## src/rtl/avr_uart_pkg.sv

```systemverilog
// Shared types and default parameters for the AVR-facing UART transmitter.
// The FSM state enum lives here so the top level and any future siblings agree on it.
package avr_uart_pkg;

    localparam int DEF_CLK_PER_BIT = 100;  // 50 MHz clk, 500 kbaud line
    localparam int DEF_FIFO_DEPTH  = 4;

    typedef enum logic [1:0] {
        IDLE  = 2'd0,
        START = 2'd1,
        DATA  = 2'd2,
        STOP  = 2'd3
    } tx_state_e;

endpackage

```

## src/rtl/avr_uart_byte_fifo.sv

```systemverilog
// Byte FIFO with count-based full/empty and a registered head word that is
// always valid one cycle after a write, so the reader can pop without waiting.
module byte_fifo #(
    parameter int DEPTH = 4
) (
    input  logic       clk,
    input  logic       rst_n,
    input  logic       wr_en,
    input  logic [7:0] wr_data,
    input  logic       rd_en,
    output logic [7:0] rd_data,
    output logic       full,
    output logic       empty
);

    localparam int PTR_W = $clog2(DEPTH);
    localparam int CNT_W = PTR_W + 1;

    logic [7:0]       mem [DEPTH];
    logic [PTR_W-1:0] wr_ptr_reg;
    logic [PTR_W-1:0] rd_ptr_reg;
    logic [PTR_W-1:0] rd_ptr_next;
    logic [CNT_W-1:0] count_reg;
    logic [CNT_W-1:0] count_next;
    logic             full_reg;
    logic [7:0]       head_reg;
    logic             wr_fire;
    logic             rd_fire;

    assign wr_fire = wr_en && !full_reg;
    assign rd_fire = rd_en && (count_reg != '0);

    always_comb begin
        rd_ptr_next = rd_ptr_reg + PTR_W'(rd_fire);
        count_next  = count_reg + CNT_W'(wr_fire) - CNT_W'(rd_fire);
    end

    // full_reg comes out of reset set so the writer is held off until the
    // first clock edge after rst_n rises.
    always_ff @(posedge clk or negedge rst_n) begin
        if (!rst_n) begin
            wr_ptr_reg <= '0;
            rd_ptr_reg <= '0;
            count_reg  <= '0;
            full_reg   <= 1'b1;
        end else begin
            if (wr_fire) begin
                wr_ptr_reg <= wr_ptr_reg + PTR_W'(1);
            end
            rd_ptr_reg <= rd_ptr_next;
            count_reg  <= count_next;
            full_reg   <= (count_next == CNT_W'(DEPTH));
        end
    end

    // Storage has no reset. The head register reads the slot the read pointer
    // will point at next, bypassing the write data when that slot is being filled now.
    always_ff @(posedge clk) begin
        if (wr_fire) begin
            mem[wr_ptr_reg] <= wr_data;
        end
        if (wr_fire && (wr_ptr_reg == rd_ptr_next)) begin
            head_reg <= wr_data;
        end else begin
            head_reg <= mem[rd_ptr_next];
        end
    end

    assign rd_data = head_reg;
    assign full    = full_reg;
    assign empty   = (count_reg == '0);

endmodule

```

## src/rtl/avr_uart_tx.sv

```systemverilog
// 8N1 UART transmitter feeding an AVR receiver, with a small byte FIFO and
// flow control from the AVR's receive-buffer-full line.
module avr_uart_tx
    import avr_uart_pkg::*;
#(
    parameter int CLK_PER_BIT = DEF_CLK_PER_BIT,
    parameter int FIFO_DEPTH  = DEF_FIFO_DEPTH
) (
    input  logic       clk,
    input  logic       rst_n,
    input  logic [7:0] data_in,
    input  logic       data_valid,
    output logic       data_ready,
    input  logic       avr_rx_busy,
    output logic       tx,
    output logic       busy
);

    localparam int              BAUD_W    = $clog2(CLK_PER_BIT);
    localparam logic [BAUD_W-1:0] BAUD_LAST = BAUD_W'(CLK_PER_BIT - 1);

    tx_state_e         state_reg;
    logic [BAUD_W-1:0] baud_reg;
    logic [2:0]        bit_idx_reg;
    logic [7:0]        shift_reg;
    logic              tx_reg;
    logic [1:0]        sync_reg;
    logic              busy_s;

    logic              fifo_full;
    logic              fifo_empty;
    logic [7:0]        fifo_head;
    logic              baud_done;
    logic              pop;

    byte_fifo #(
        .DEPTH (FIFO_DEPTH)
    ) u_fifo (
        .clk     (clk),
        .rst_n   (rst_n),
        .wr_en   (data_valid),
        .wr_data (data_in),
        .rd_en   (pop),
        .rd_data (fifo_head),
        .full    (fifo_full),
        .empty   (fifo_empty)
    );

    // Synchronizer resets to "AVR busy" so nothing is sent until the real
    // line level has been seen low.
    always_ff @(posedge clk or negedge rst_n) begin
        if (!rst_n) begin
            sync_reg <= 2'b11;
        end else begin
            sync_reg <= {sync_reg[0], avr_rx_busy};
        end
    end

    assign busy_s    = sync_reg[1];
    assign baud_done = (baud_reg == BAUD_LAST);

    // A new frame may start from IDLE, or straight out of the last stop-bit
    // cycle so back-to-back bytes carry no extra idle bit.
    assign pop = !fifo_empty && !busy_s &&
                 ((state_reg == IDLE) || ((state_reg == STOP) && baud_done));

    always_ff @(posedge clk or negedge rst_n) begin
        if (!rst_n) begin
            state_reg   <= IDLE;
            baud_reg    <= '0;
            bit_idx_reg <= '0;
            shift_reg   <= '0;
            tx_reg      <= 1'b1;
        end else begin
            case (state_reg)
                IDLE: begin
                    tx_reg   <= 1'b1;
                    baud_reg <= '0;
                    if (pop) begin
                        shift_reg   <= fifo_head;
                        bit_idx_reg <= '0;
                        tx_reg      <= 1'b0;
                        state_reg   <= START;
                    end
                end
                START: begin
                    if (baud_done) begin
                        baud_reg  <= '0;
                        tx_reg    <= shift_reg[0];
                        state_reg <= DATA;
                    end else begin
                        baud_reg <= baud_reg + BAUD_W'(1);
                    end
                end
                DATA: begin
                    if (baud_done) begin
                        baud_reg <= '0;
                        if (bit_idx_reg == 3'd7) begin
                            tx_reg    <= 1'b1;
                            state_reg <= STOP;
                        end else begin
                            shift_reg   <= shift_reg >> 1;
                            bit_idx_reg <= bit_idx_reg + 3'd1;
                            tx_reg      <= shift_reg[1];
                        end
                    end else begin
                        baud_reg <= baud_reg + BAUD_W'(1);
                    end
                end
                STOP: begin
                    if (baud_done) begin
                        baud_reg <= '0;
                        if (pop) begin
                            shift_reg   <= fifo_head;
                            bit_idx_reg <= '0;
                            tx_reg      <= 1'b0;
                            state_reg   <= START;
                        end else begin
                            state_reg <= IDLE;
                        end
                    end else begin
                        baud_reg <= baud_reg + BAUD_W'(1);
                    end
                end
                default: begin
                    tx_reg    <= 1'b1;
                    state_reg <= IDLE;
                end
            endcase
        end
    end

    assign tx         = tx_reg;
    assign data_ready = !fifo_full;
    assign busy       = (state_reg != IDLE) || !fifo_empty;

endmodule

```

## config.mk

```make
export PLATFORM = sky130hd
export DESIGN_NAME = avr_uart_tx
export DESIGN_NICKNAME = d
export VERILOG_FILES = /design/src/rtl/avr_uart_pkg.sv /design/src/rtl/avr_uart_byte_fifo.sv /design/src/rtl/avr_uart_tx.sv
export SDC_FILE = /design/constraint.sdc
export NUM_CORES = 1
export LEC_CHECK = 0
export CORE_ASPECT_RATIO = 0.7
export CORE_MARGIN = 4
export CORE_UTILIZATION = 25
export DETAILED_ROUTE_END_ITERATION = 10
export PLACE_DENSITY = 0.41
export SLEW_MARGIN = 20
export SYNTH_ARGS = -nofsm -noshare
export SYNTH_HDL_FRONTEND = slang
export SYNTH_SLANG_ARGS = --single-unit
```

## constraint.sdc

```tcl
create_clock -name clk -period 2.46 [get_ports clk]
set_input_delay 0.246 -clock clk [delete_from_list [all_inputs] [get_ports clk]]
set_output_delay 0.246 -clock clk [all_outputs]
set_load 0.02 [all_outputs]
```

Word-level counts from Yosys, hierarchy flattened:

Memories as Yosys holds them, arrays and structs flattened. A register that Yosys moved wholly into a read port is not among the register bits.
Cells that the tools add are included.

* bits of input ports: 12
* output and inout port bits: 3
* logic and storage cells: 77
* memory bits (writable): 32
* flip-flop bits (word level): 31
* memories: 1

Memory list
* u_fifo.mem: depth 4, bits a word 8, read ports 1, clocked after Yosys merged registers in 1, write ports 1, RTL line avr_uart_byte_fifo.sv:19 `logic [7:0] mem [DEPTH];`

* reductions and logical operators: 19
* muxes and demuxes: 28
* add/sub/neg operators: 6
* eq/ne operators: 13

Operators by type and width (count)
* 8-bit 2-to-1 mux: 4
* 8-bit one-hot mux with 3 select lines: 1
* 7-bit one-hot mux with 2 select lines: 1
* 3-bit 2-to-1 mux: 4
* 2-bit 2-to-1 mux: 5
* 2-bit != test (second input constant): 5
* 1-bit 2-to-1 mux: 9
* 3-bit one-hot mux with 3 select lines: 1
* 2-bit one-hot mux with 4 select lines: 1
* 4-bit AND reduction: 2
* 7-bit by 1-bit adder with 7-bit output (second input constant): 1
* 7-bit equality test (second input constant): 1
* 7-bit 2-to-1 mux: 1
* 3-bit equality test (second input constant): 2
* 3-bit nonzero test: 2
* 1-bit logical AND: 5
* 5-bit AND reduction: 1
* 2-bit equality test (second input constant): 2
* 2-bit by 1-bit != test with 1-bit output (second input constant): 2
* 1-bit one-hot mux with 4 select lines: 1
* 3-bit by 1-bit adder with 3-bit output: 1
* 3-bit by 1-bit adder with 3-bit output (second input constant): 1
* 1-bit zero test: 3
* 3-bit zero test: 1
* other kinds (8): 9

Depth between registers and ports, before layout:

* depth after elaboration: 7
* mapped depth: 12
* mapped depth without buffers: 11

Modules after synthesis:

Synthesis repeated with hierarchy kept, for this count alone.

* cell total of the unflattened synthesis: 201
* area, all modules: 2937.8 um^2

Modules (own cells, without submodules)
* byte_fifo: instances 1, cells an instance 79, area an instance 1646.6 um^2
* avr_uart_tx: instances 1, cells an instance 122, area an instance 1291.2 um^2

Least setup slack after synthesis:

Ideal clock, no wire load.

* path type: register to register
* from: reg baud_reg[3]
* to: reg u_fifo.full_reg, in the netlist u_fifo.full
* setup time: 84 ps
* path slack: -27 ps
* clock period less this slack: 2487 ps
* cell stages (with the launch flop): 12
* arrival time: 2403 ps
* path through: dfrtp_1 > nor4b_4 > a31oi_1 > or2_1 > buf_6 > xnor2_1 > ha_1 > inv_1 > fa_1 > xnor2_1 > xnor2_1 > nor3b_1

* word-level cells in the longest chain between the ends: 7

RTL lines
* from (decl): RTL line avr_uart_tx.sv:23 `logic [BAUD_W-1:0] baud_reg;`
* from (signal assigned): RTL line avr_uart_tx.sv:92 `baud_reg <= baud_reg + BAUD_W'(1);`
* from (signal assigned): RTL line avr_uart_tx.sv:107 `baud_reg <= baud_reg + BAUD_W'(1);`
* from (signal assigned): RTL line avr_uart_tx.sv:122 `baud_reg <= baud_reg + BAUD_W'(1);`
* 7-bit equality test: RTL line avr_uart_tx.sv:60 `assign baud_done = (baud_reg == BAUD_LAST);`
* 1-bit logical AND: RTL line avr_uart_tx.sv:65 `((state_reg == IDLE) || ((state_reg == STOP) && baud_done));`
* 1-bit logical OR: RTL line avr_uart_tx.sv:65
* 1-bit logical AND: RTL line avr_uart_tx.sv:64 `assign pop = !fifo_empty && !busy_s &&`
* 1-bit logical AND: RTL line avr_uart_byte_fifo.sv:31 `assign rd_fire = rd_en && (count_reg != '0);`
* 3-bit by 1-bit subtractor with 3-bit output: RTL line avr_uart_byte_fifo.sv:35 `count_next = count_reg + CNT_W'(wr_fire) - CNT_W'(rd_fire);`
* named net u_fifo.count_next[2]: RTL line avr_uart_byte_fifo.sv:24 `logic [CNT_W-1:0] count_next;`
* 3-bit equality test: RTL line avr_uart_byte_fifo.sv:52 `full_reg <= (count_next == CNT_W'(DEPTH));`
* to (signal assigned): RTL line avr_uart_byte_fifo.sv:52
* to (decl): RTL line avr_uart_byte_fifo.sv:25 `logic full_reg;`

The timed path passes the listed nets, and every way through them passes these cells.
A chain may end at the register's enable or synchronous reset.

Worst setup path after layout:

Ends and elaborated chain as after synthesis.

==> impl_metrics.yaml <==
critical_path:
  crit_top_cell: "xnor2_2"
  worst-path-max-fanout: 2
  slowest_stage: "dfrtp_1"
  endpoint_kind: "flop"
  crit_type: "reg -> reg"
  crit_arrival_ps: 2620
  path_cells: "nor4b_4 -> a31oi_2 -> or2_1 -> xnor2_2 -> ha_2 -> inv_2 -> fa_2 -> xnor2_2 -> xnor2_1 -> nor3b_2"
  cp.required_ps: 2710
  cpPeakStageDelay_ps: 410
  critPathLaunchType: "flop"
synth:
  synth_seq_cells: 65
  synth_area_per_cell_um2: 13.7
  netlist_area_um2: 2920
  yosysMostFrequentCell: "edfxtp_1"
  ys_seq_area_share_pct: 60.9
  synth_common_cells: "edfxtp_1, nor2_1, dfrtp_1, ha_1, inv_1"
  yosysTopAreaCell: "edfxtp_1"
  ys_types: 43
  synth.area.top_cells: "edfxtp_1, dfrtp_1, mux4_2"
  yosysWarnings: 0
  synth-edff-count: 32
  synth_top_area_share_pct: 32.9
  async_flop_share_pct: 47.7
  synthFlopType: "edfxtp_1"
  postSynthCellCount: 214
  syn-num-nets: 240
min_path:
  hp-class: "in -> async"
place:
  routabilityCongestion: 0.734
  dpl_cell_area_um2: 3360
  dpl.hpwl_um: 3890
  place_inst: 391
  post-place-ws_ps: 73.4
  io_buffers: 14
timing:
  fin_crit_sh_pct: 96.2
  setup_ws_ps: 93.4
  tightest_slew_ps: 592
  slew_viol_final: 0
  relSlewSlack_pct: 60.5
  fin_crit_ps: 2370
  skew_ps: 5.42
  fmax_mhz: 423
  rsz0062_at_grt: "true"
  hold_violations: 0
  setup_viol: 0
drt:
  drt-total-wl_um: 5620
  wl_per_cell_um: 13.8
  drt_first_pass_iters: 4
  vias: 1680
  drt-initial-drc-count: 68
  vias_per_cell: 4.12
  final_antenna_net_count: 0
  drc: 0
clocking:
  ctsHoldBuffers: 0
  h-tree-depth: 3
  cts.sinks: 65
  cts_made_buffers: 9
  cts_tree: "built"
  clk_latency_ps: 320
  cts_root_buf: "clkbuf_16"
  clk_pin_slew_ps: 50
  clockBufferDepth: 2
cells_and_area:
  final_cells: 408
  fin_area_um2: 3740
  antenna_cells: 0
  drive_gt1_share_pct: 25.1
  nNetsFinal: 276
  largest_reg_flops: 32
  area_growth_pct: 27.9
global_route:
  grt_pass1_wl_um: 9530
  grt_max_degree: 32
  track_usage_pct: 9.43
  grt-ovfl-total: 0
  grt_pass1_vias: 1734
  antenna_found_initial: 0
power:
  peakVddDrop_v: 0.000488
  power.density_nw_per_um2: 1290
  p_leak_nw: 1.48
job:
  drv_cap: 0
outcome:
  outcome: "complete, no violations"
floorplanning:
  core_area_um2: 11200
  die_x_um: 137
  initial_core_util_pct: 26.1
  die_h_um: 98.5
  pin_count: 15
  fp.dieArea_um2: 13500
  placementRows: 32
## per-stage QoR
stage,power [W],util [%],hold slack [ps],TNS (ps)
4_1_cts,0.00487,33.2,309,0
6_report,0.00483,33.4,325,0
2_1_floorplan,0.00281,-,-49.6,0
5_1_grt,0.00519,33.4,323,-111
3_3_place_gp,0.00332,30.0,347,0
3_5_place_dp,0.00330,30.0,347,0
## routing by layer
layer	share of wire [%]	global-route usage (%)
met2	40	11.5
met1	55	14.5
met4	1.1	2.76
met5	0	0
met3	4.7	4.39
## power breakdown
part / total [W] / internal, W / switching, W
Clock: 0.00153 / 0.00108 / 0.000452
Combinational: 0.00160 / 0.000807 / 0.000796
Sequential: 0.00169 / 0.00147 / 0.000219
Total: 0.00483 / 0.00336 / 0.00147
## path summary, 6_finish.rpt
kind,from,endpoint,slack (ps),cells past startpoint
max reg2reg,baud_reg[3],u_fifo.full,90,10
max,baud_reg[3],u_fifo.full,90,10
min in group clk,avr_rx_busy,sync_reg[0],330,1
min reg2reg,sync_reg[0],sync_reg[1],350,0
max in group asynchronous,rst_n,sync_reg[0],1780,2
min,rst_n,shift_reg[3],330,2
## cell families after synthesis
family	after synthesis	synth area share [%]
flip-flops	65	60.9
buffers and inverters	20	3.17
AND/OR/NAND/NOR	61	10.1
XOR/XNOR	11	3.30
AO/OA/AOI/OAI	33	9.37
adder cells (fa/ha/maj)	14	6.25
multiplexers	10	6.93
## cell usage in the layout, fill, tap and decap left out, types with 3 or more instances in the layout
cell,instances
nand2_1,10
o2bb2ai_1,6
mux4_2,8
clkdlybuf4s50_1,14
edfxtp_1,32
xnor2_1,7
nor3_1,3
bufinv_16,4
a211oi_2,6
buf_4,19
clkbuf_16,9
nor2_1,30
a21oi_1,3
inv_1,11
dfrtp_1,27
ha_1,12
dfstp_2,4
o21ai_0,5
and2_1,6
## cell type report
cell class,instances,area (µm²)
tap,153,191
clock inverter,7,133
fill,1124,7470
sequential,65,1780
clock buffer,9,225
timing repair buffer,33,283
inverter,12,45.0
multi-input combinational,129,1080
## timing repair
item                                    4_1_cts  5_1_grt
setup buffers                                 0        1
endpoints found under the setup margin        0        1
gates resized for setup                       0        3
## worst max-delay path, delay by kind of cell (launching register included)
family                   cells  cell delay (ps)
AND/OR/NAND/NOR              3              750
adder cells (fa/ha/maj)      2              520
XOR/XNOR                     3              440
flip-flops                   1              410
AO/OA/AOI/OAI                1              130
buffers and inverters        1               30
No activity file was read; power rests on OpenSTA's default activity.
